`config.mk`:
```
export PLATFORM = sky130hd
export DESIGN_NAME = cnt_mod_sync
export DESIGN_NICKNAME = d
export VERILOG_FILES = /design/src/rtl/cnt_mod_sync.sv
export SDC_FILE = /design/constraint.sdc
export NUM_CORES = 1
export LEC_CHECK = 0
export CAP_MARGIN = 20
export CELL_PAD_IN_SITES_DETAIL_PLACEMENT = 1
export CELL_PAD_IN_SITES_GLOBAL_PLACEMENT = 1
export CORE_MARGIN = 2
export CORE_UTILIZATION = 34
export CTS_CLUSTER_DIAMETER = 50
export DETAILED_ROUTE_END_ITERATION = 16
export GPL_TIMING_DRIVEN = 0
export PLACE_DENSITY_LB_ADDON = 0.1
export SLEW_MARGIN = 20
export SYNTH_ARGS = -nofsm -noshare
export SYNTH_HDL_FRONTEND = slang
export SYNTH_SLANG_ARGS = --single-unit
export TNS_END_PERCENT = 30
```
`constraint.sdc`:
```
create_clock -name ck -period 3.3 [get_ports ck]
set_input_delay 0.66 -clock ck [delete_from_list [all_inputs] [get_ports ck]]
set_output_delay 0.66 -clock ck [all_outputs]
set_load 0.01 [all_outputs]
```
`src/rtl/cnt_mod_sync.sv`:
```
// Synchronous modulo-MODULUS up/down counter with load, clear and one-shot mode.
// The terminal-count strobe tc is combinational so counters can be cascaded.
module cnt_mod_sync #(
    parameter int unsigned WIDTH   = 4,
    parameter int unsigned MODULUS = 16
) (
    input  logic             ck,
    input  logic             res,
    input  logic             en,
    input  logic             clr,
    input  logic             ld,
    input  logic [WIDTH-1:0] d,
    input  logic             up,
    input  logic             start,
    input  logic             oneshot,
    output logic [WIDTH-1:0] q,
    output logic             tc,
    output logic             busy,
    output logic             done
);

    localparam logic [WIDTH-1:0] Q_MAX = WIDTH'(MODULUS - 1);

    typedef enum logic [1:0] {
        IDLE = 2'd0,
        RUN  = 2'd1,
        DONE = 2'd2
    } state_t;

    state_t           state, state_nxt;
    logic [WIDTH-1:0] q_nxt;
    logic [WIDTH-1:0] term;
    logic             at_term;
    logic             count_ok;

    assign term     = up ? Q_MAX : '0;
    assign at_term  = (q == term);
    assign count_ok = (state == RUN) & en & ~clr & ~ld & ~start;

    assign tc   = count_ok & at_term;
    assign busy = (state == RUN);
    assign done = (state == DONE);

    // State and count register
    always_ff @(posedge ck or negedge res) begin
        if (!res) begin
            state <= IDLE;
            q     <= '0;
        end else begin
            state <= state_nxt;
            q     <= q_nxt;
        end
    end

    // Next state / next count, priority clr > ld > start > count
    always_comb begin
        state_nxt = state;
        q_nxt     = q;
        if (clr) begin
            q_nxt     = '0;
            state_nxt = IDLE;
        end else if (ld) begin
            q_nxt = (d > Q_MAX) ? Q_MAX : d;
            if (state == DONE) begin
                state_nxt = IDLE;
            end
        end else if (start) begin
            case (state)
                IDLE: state_nxt = RUN;
                DONE: begin
                    state_nxt = RUN;
                    q_nxt     = up ? '0 : Q_MAX;
                end
                default: state_nxt = state;
            endcase
        end else if (count_ok) begin
            if (!at_term) begin
                q_nxt = up ? q + WIDTH'(1) : q - WIDTH'(1);
            end else if (!oneshot) begin
                q_nxt = up ? '0 : Q_MAX;
            end else begin
                state_nxt = DONE;
            end
        end
    end

endmodule
```
## Word-level counts from Yosys, hierarchy flattened

Cells that the tools add are included.

- Bits of input ports: 12
- Output and inout bits: 7
- Register bits: 6
- Bits in latches: 0
- Memory bits (writable): 0
- Memories kept: 0
- Logic and storage cells: 46
- Memory bits (read-only): 0

- Muxes and demuxes: 19
- Reduce and logical (&&, ||, !) cells: 7
- $lt $le $gt $ge: 1
- Multipliers: 0
- Bitwise operators: 8
- Eq/ne operators: 7
- Shift operators: 0
- Divide/modulo/power cells: 0
- Add/sub/neg operators: 2

Operator list:

| cell | count |
|---|---|
| 4-bit 2-to-1 mux | 11 |
| 2-bit 2-to-1 mux | 8 |
| 4-bit nonzero test | 3 |
| 1-bit AND | 5 |
| 5-bit != test, second input constant | 1 |
| 5-bit AND reduction | 1 |
| 4-bit by 1-bit adder with 4-bit output, second input constant | 1 |
| 4-bit == test | 1 |
| 4-bit > comparator, second input constant | 1 |
| 4-bit by 3-bit != test with 1-bit output, second input constant | 1 |
| 4-bit != test, second input constant | 1 |
| 4-bit by 1-bit subtractor with 4-bit output, second input constant | 1 |
| 3-bit by 2-bit != test with 1-bit output, second input constant | 1 |
| 1-bit NOT | 3 |
| 3-bit AND reduction | 1 |
| 2-bit by 1-bit == test with 1-bit output, second input constant | 1 |
| 2-bit == test, second input constant | 1 |
| 2-bit zero test | 1 |
| 2-bit OR reduction | 1 |

## Depth between registers and ports, before layout

- Depth after elaboration: 9
- Depth in mapped cells: 7
- Gate-level depth less buffers: 7

## Worst setup path before layout

No wires, ideal clock.

- Kind: input port to output port
- Start: input up
- End: output tc
- Setup slack: 1.133 ns
- Data required time: 2.640 ns
- Arrival: 1.507 ns
- Buffers on the path: 0
- Cell stages on the path: 4
- Cell sequence: inv_1 -> ha_1 -> o211a_4 -> and3_1

- Cells in the longest elaborated chain, start to end: 3

Ends and longest elaborated chain:

| what | line | text |
|---|---|---|
| start, declared | 13 | `input logic up,` |
| 4-bit 2-to-1 mux | 36 | `assign term = up ? Q_MAX : '0;` |
| 4-bit == test | 37 | `assign at_term = (q == term);` |
| 1-bit AND | 40 | `assign tc = count_ok & at_term;` |
| end, declared | 17 | `output logic tc,` |

Every way passes these cells.

## Worst setup path in the final report

Same ends and word-level chain as after synthesis.

==> flow_summary.json <==
{
  "routabilityCongestion": 0.728,
  "internal_power_mw": 0.163,
  "critPathCaptureType": "primary output",
  "synth-async-reset-ratio_pct": 100,
  "leakage_nw": 0.331,
  "vias_per_cell": 5.52,
  "path_clk_slew_ns": 0.04,
  "coreArea_sq_um": 1510,
  "postSynthAreaPerCell_sq_um": 9.18,
  "power.switching_mw": 0.0650,
  "ir_worst_vdd_mv": 0.198,
  "grt_overflow": 0,
  "cts_tree": "yes",
  "max-cap-violations": 0,
  "ys_warn_count": 0,
  "skew_ns": 0.00321,
  "ios": 19,
  "areaGrowthSynthToFinish_pct": 41.3,
  "multi_input_area_sq_um": 379,
  "synthFlopType": "dfrtp_1",
  "firstDrtPassIters": 1,
  "cts.path.max_buffers": 2,
  "grt_pass1_wl_microns": 2370,
  "cp-start-kind": "input port",
  "cts_hold_buf": 0,
  "synth_area_sq_um": 542,
  "synth_top_family_by_area": "compound AO/OA/AOI/OAI gates",
  "cts_setup_buffers": 0,
  "ys_types": 33,
  "portBuffers": 18,
  "hp-class": "flip-flop to flip-flop",
  "cp.arrival_ns": 2.44,
  "place_worst_setup_slack_ns": -0.106,
  "wl_per_cell_microns": 14.1,
  "clock_power_share_pct": 27.4,
  "antenna_found_initial": 0,
  "power.density_nw_per_um2": 297,
  "crit_path_max_fanout": 7,
  "grtUsageTotal_pct": 16.8,
  "die_area_sq_um": 1930,
  "grt_pass1_vias": 517,
  "setup_ws_ns": 0.202,
  "min_period_ns": 3.10,
  "swShare_pct": 28.6,
  "dr.first_iter.drc_count": 0,
  "dieWidth_microns": 43.9,
  "critPathRequiredTime_ns": 2.64,
  "ys_ff_latch": 6,
  "rsz0062_at_grt": "false",
  "synth_adder_area_share_pct": 8.31,
  "comb_power_share_pct": 34.3,
  "htreeDepth": 1,
  "crit_slowest_cell": "clkdlybuf4s50_1",
  "status": "finished, final reports clean",
  "synth-compound-area-share_pct": 29.8,
  "ant_nets": 0,
  "netlist_instances": 59,
  "worstPathCellList": "dlygate4sd2_1, inv_1, ha_2, o211a_4, and3_1, clkdlybuf4s50_1",
  "synth_edf_count": 0,
  "drc": 0,
  "clock_latency_ns": 0.24,
  "drt_wl_total_microns": 1350,
  "cp_slowest_stage_delay_ns": 0.53,
  "place_hpwl_microns": 1120,
  "cts_buffers": 3,
  "layout.area.seq_sq_um": 150,
  "synth_simple_gate_area_share_pct": 28.2,
  "die_height_microns": 43.9,
  "vias": 530,
  "tightest_slew_ns": 0.351,
  "rows": 14,
  "synth.area.mux_share_pct": 0,
  "fin_nets": 97,
  "grt_max_degree": 10,
  "finalSetupViolations": 0,
  "slew_headroom_pct": 76.0,
  "clock-sinks": 6,
  "fin_crit_sh_pct": 93.9,
  "fillers": 175,
  "critPathKind": "input port to primary output",
  "drive_gt1_share_pct": 11.3,
  "synthesis.nets": 74,
  "p_total_mw": 0.228,
  "synth-xor-area-share_pct": 3.23,
  "clock.fmax_mhz": 323,
  "ys_seq_area_share_pct": 27.7,
  "initial_core_util_pct": 36.0,
  "place_area_sq_um": 742,
  "final_area_sq_um": 766,
  "hold_violations": 0,
  "cts-root-buf": "clkbuf_4",
  "diodes": 0,
  "final_max_slew_viol_count": 0,
  "seq_power_share_pct": 38.2
}
-- timing repair --
item / 4_1_cts / 5_1_grt
endpoints found under the hold margin: 0 / 0
gates resized for setup: 2 / 0
setup endpoints to repair: 1 / 0
-- synthesized netlist by cell type (2+ instances only) --
| library cell | instances | area [sq um] |
|---|---|---|
| nor2_1 | 3 | 11.3 |
| xnor2_1 | 2 | 17.5 |
| a21oi_1 | 5 | 25.0 |
| a22o_1 | 2 | 17.5 |
| nor2b_1 | 4 | 25.0 |
| nand2_1 | 3 | 11.3 |
| dfrtp_1 | 6 | 150 |
| o31ai_1 | 2 | 15.0 |
| nand3_1 | 2 | 10.0 |
| ha_1 | 2 | 25.0 |
| inv_1 | 4 | 15.0 |
| nand2b_1 | 2 | 12.5 |
| and3b_1 | 2 | 17.5 |
-- final timing paths --
path | start | slack [ns] | to | cells past startpoint
worst max-delay path | up | 0.20 | tc | 6
worst min-delay path | q[2] | 0.60 | q[2] | 1
worst min register to register | q[2] | 0.60 | q[2] | 1
worst max register to register | q[2] | 1.51 | q[3] | 6
max in group asynchronous | res | 2.44 | state[1] | 1
min in group asynchronous | res | 0.66 | q[1] | 1
-- flip-flops by register name, summed over array words and instances (netlist names) --
register / cells
q: 4
state: 2
-- area by class of cell --
cell class | count | share of cell area (%)
Tap cell | 16 | 2.61
Inverter | 4 | 1.96
Clock buffer | 3 | 2.94
Sequential cell | 6 | 19.6
Timing Repair Buffer | 18 | 23.4
Multi-Input combinational cell | 49 | 49.5
-- power groups by stage --
| stage | clock (mW) | sequential (mW) | combinational [mW] |
|---|---|---|---|
| finish | 0.0625 | 0.0871 | 0.0781 |
| global route | 0.0670 | 0.0887 | 0.0874 |
| CTS | 0.0665 | 0.0870 | 0.0795 |
| detailed placement | 0 | 0.0880 | 0.0789 |
| global placement | 0 | 0.0876 | 0.0775 |
| floorplan | 0 | 0.0876 | 0.0415 |
-- cell families after synthesis --
| group | after synthesis |
|---|---|
| flops | 6 |
| fa+ha+maj | 3 |
| xor+xnor | 2 |
| buf+inv | 4 |
| simple gates | 23 |
| compound gates | 21 |
-- worst max-delay path, delay by kind of cell --
| kind | cells | cell delay [ns] |
|---|---|---|
| buffers and inverters | 3 | 0.99 |
| adders and majority gates | 1 | 0.40 |
| AOI/OAI and AO/OA | 1 | 0.23 |
| and+or+nand+nor | 1 | 0.16 |
-- layout by cell type (no fill, tap or decap), drive strengths merged --
| cell type | n |
|---|---|
| a2111oi | 1 |
| a21boi | 1 |
| a21o | 1 |
| a21oi | 6 |
| a221o | 1 |
| a22o | 2 |
| a31o | 1 |
| a31oi | 1 |
| and2b | 1 |
| and3 | 2 |
| and3b | 2 |
| clkbuf | 3 |
| clkdlybuf4s50 | 17 |
| dfrtp | 6 |
| dlygate4sd2 | 1 |
| fa | 1 |
| ha | 2 |
| inv | 4 |
| nand2 | 3 |
| nand2b | 2 |
| nand3 | 2 |
| nand3b | 1 |
| nor2 | 3 |
| nor2b | 4 |
| nor3 | 1 |
| nor4 | 1 |
| o2111ai | 1 |
| o211a | 1 |
| o21ai | 2 |
| o21ba | 1 |
| o31ai | 2 |
| or3 | 1 |
| xnor2 | 2 |
-- stage by stage --
step	TNS (ns)	utilization, %	cells	hold slack [ns]
floorplan	0	-	59	0.364
global placement	-0.0992	49.3	93	0.567
detailed placement	-0.106	49.3	93	0.578
CTS	0	50.8	96	0.596
global route	0	50.8	96	0.634
finish	0	50.8	96	0.598
-- routing by layer --
metal	GRT usage [%]	routed length, microns	vias up
li1	-	-	264
met1	23.7	635	257
met2	25.0	673	9
met3	2.92	39	0
met4	7.27	0	0
met5	0	0	-
(Power assumes the default switching activity.)
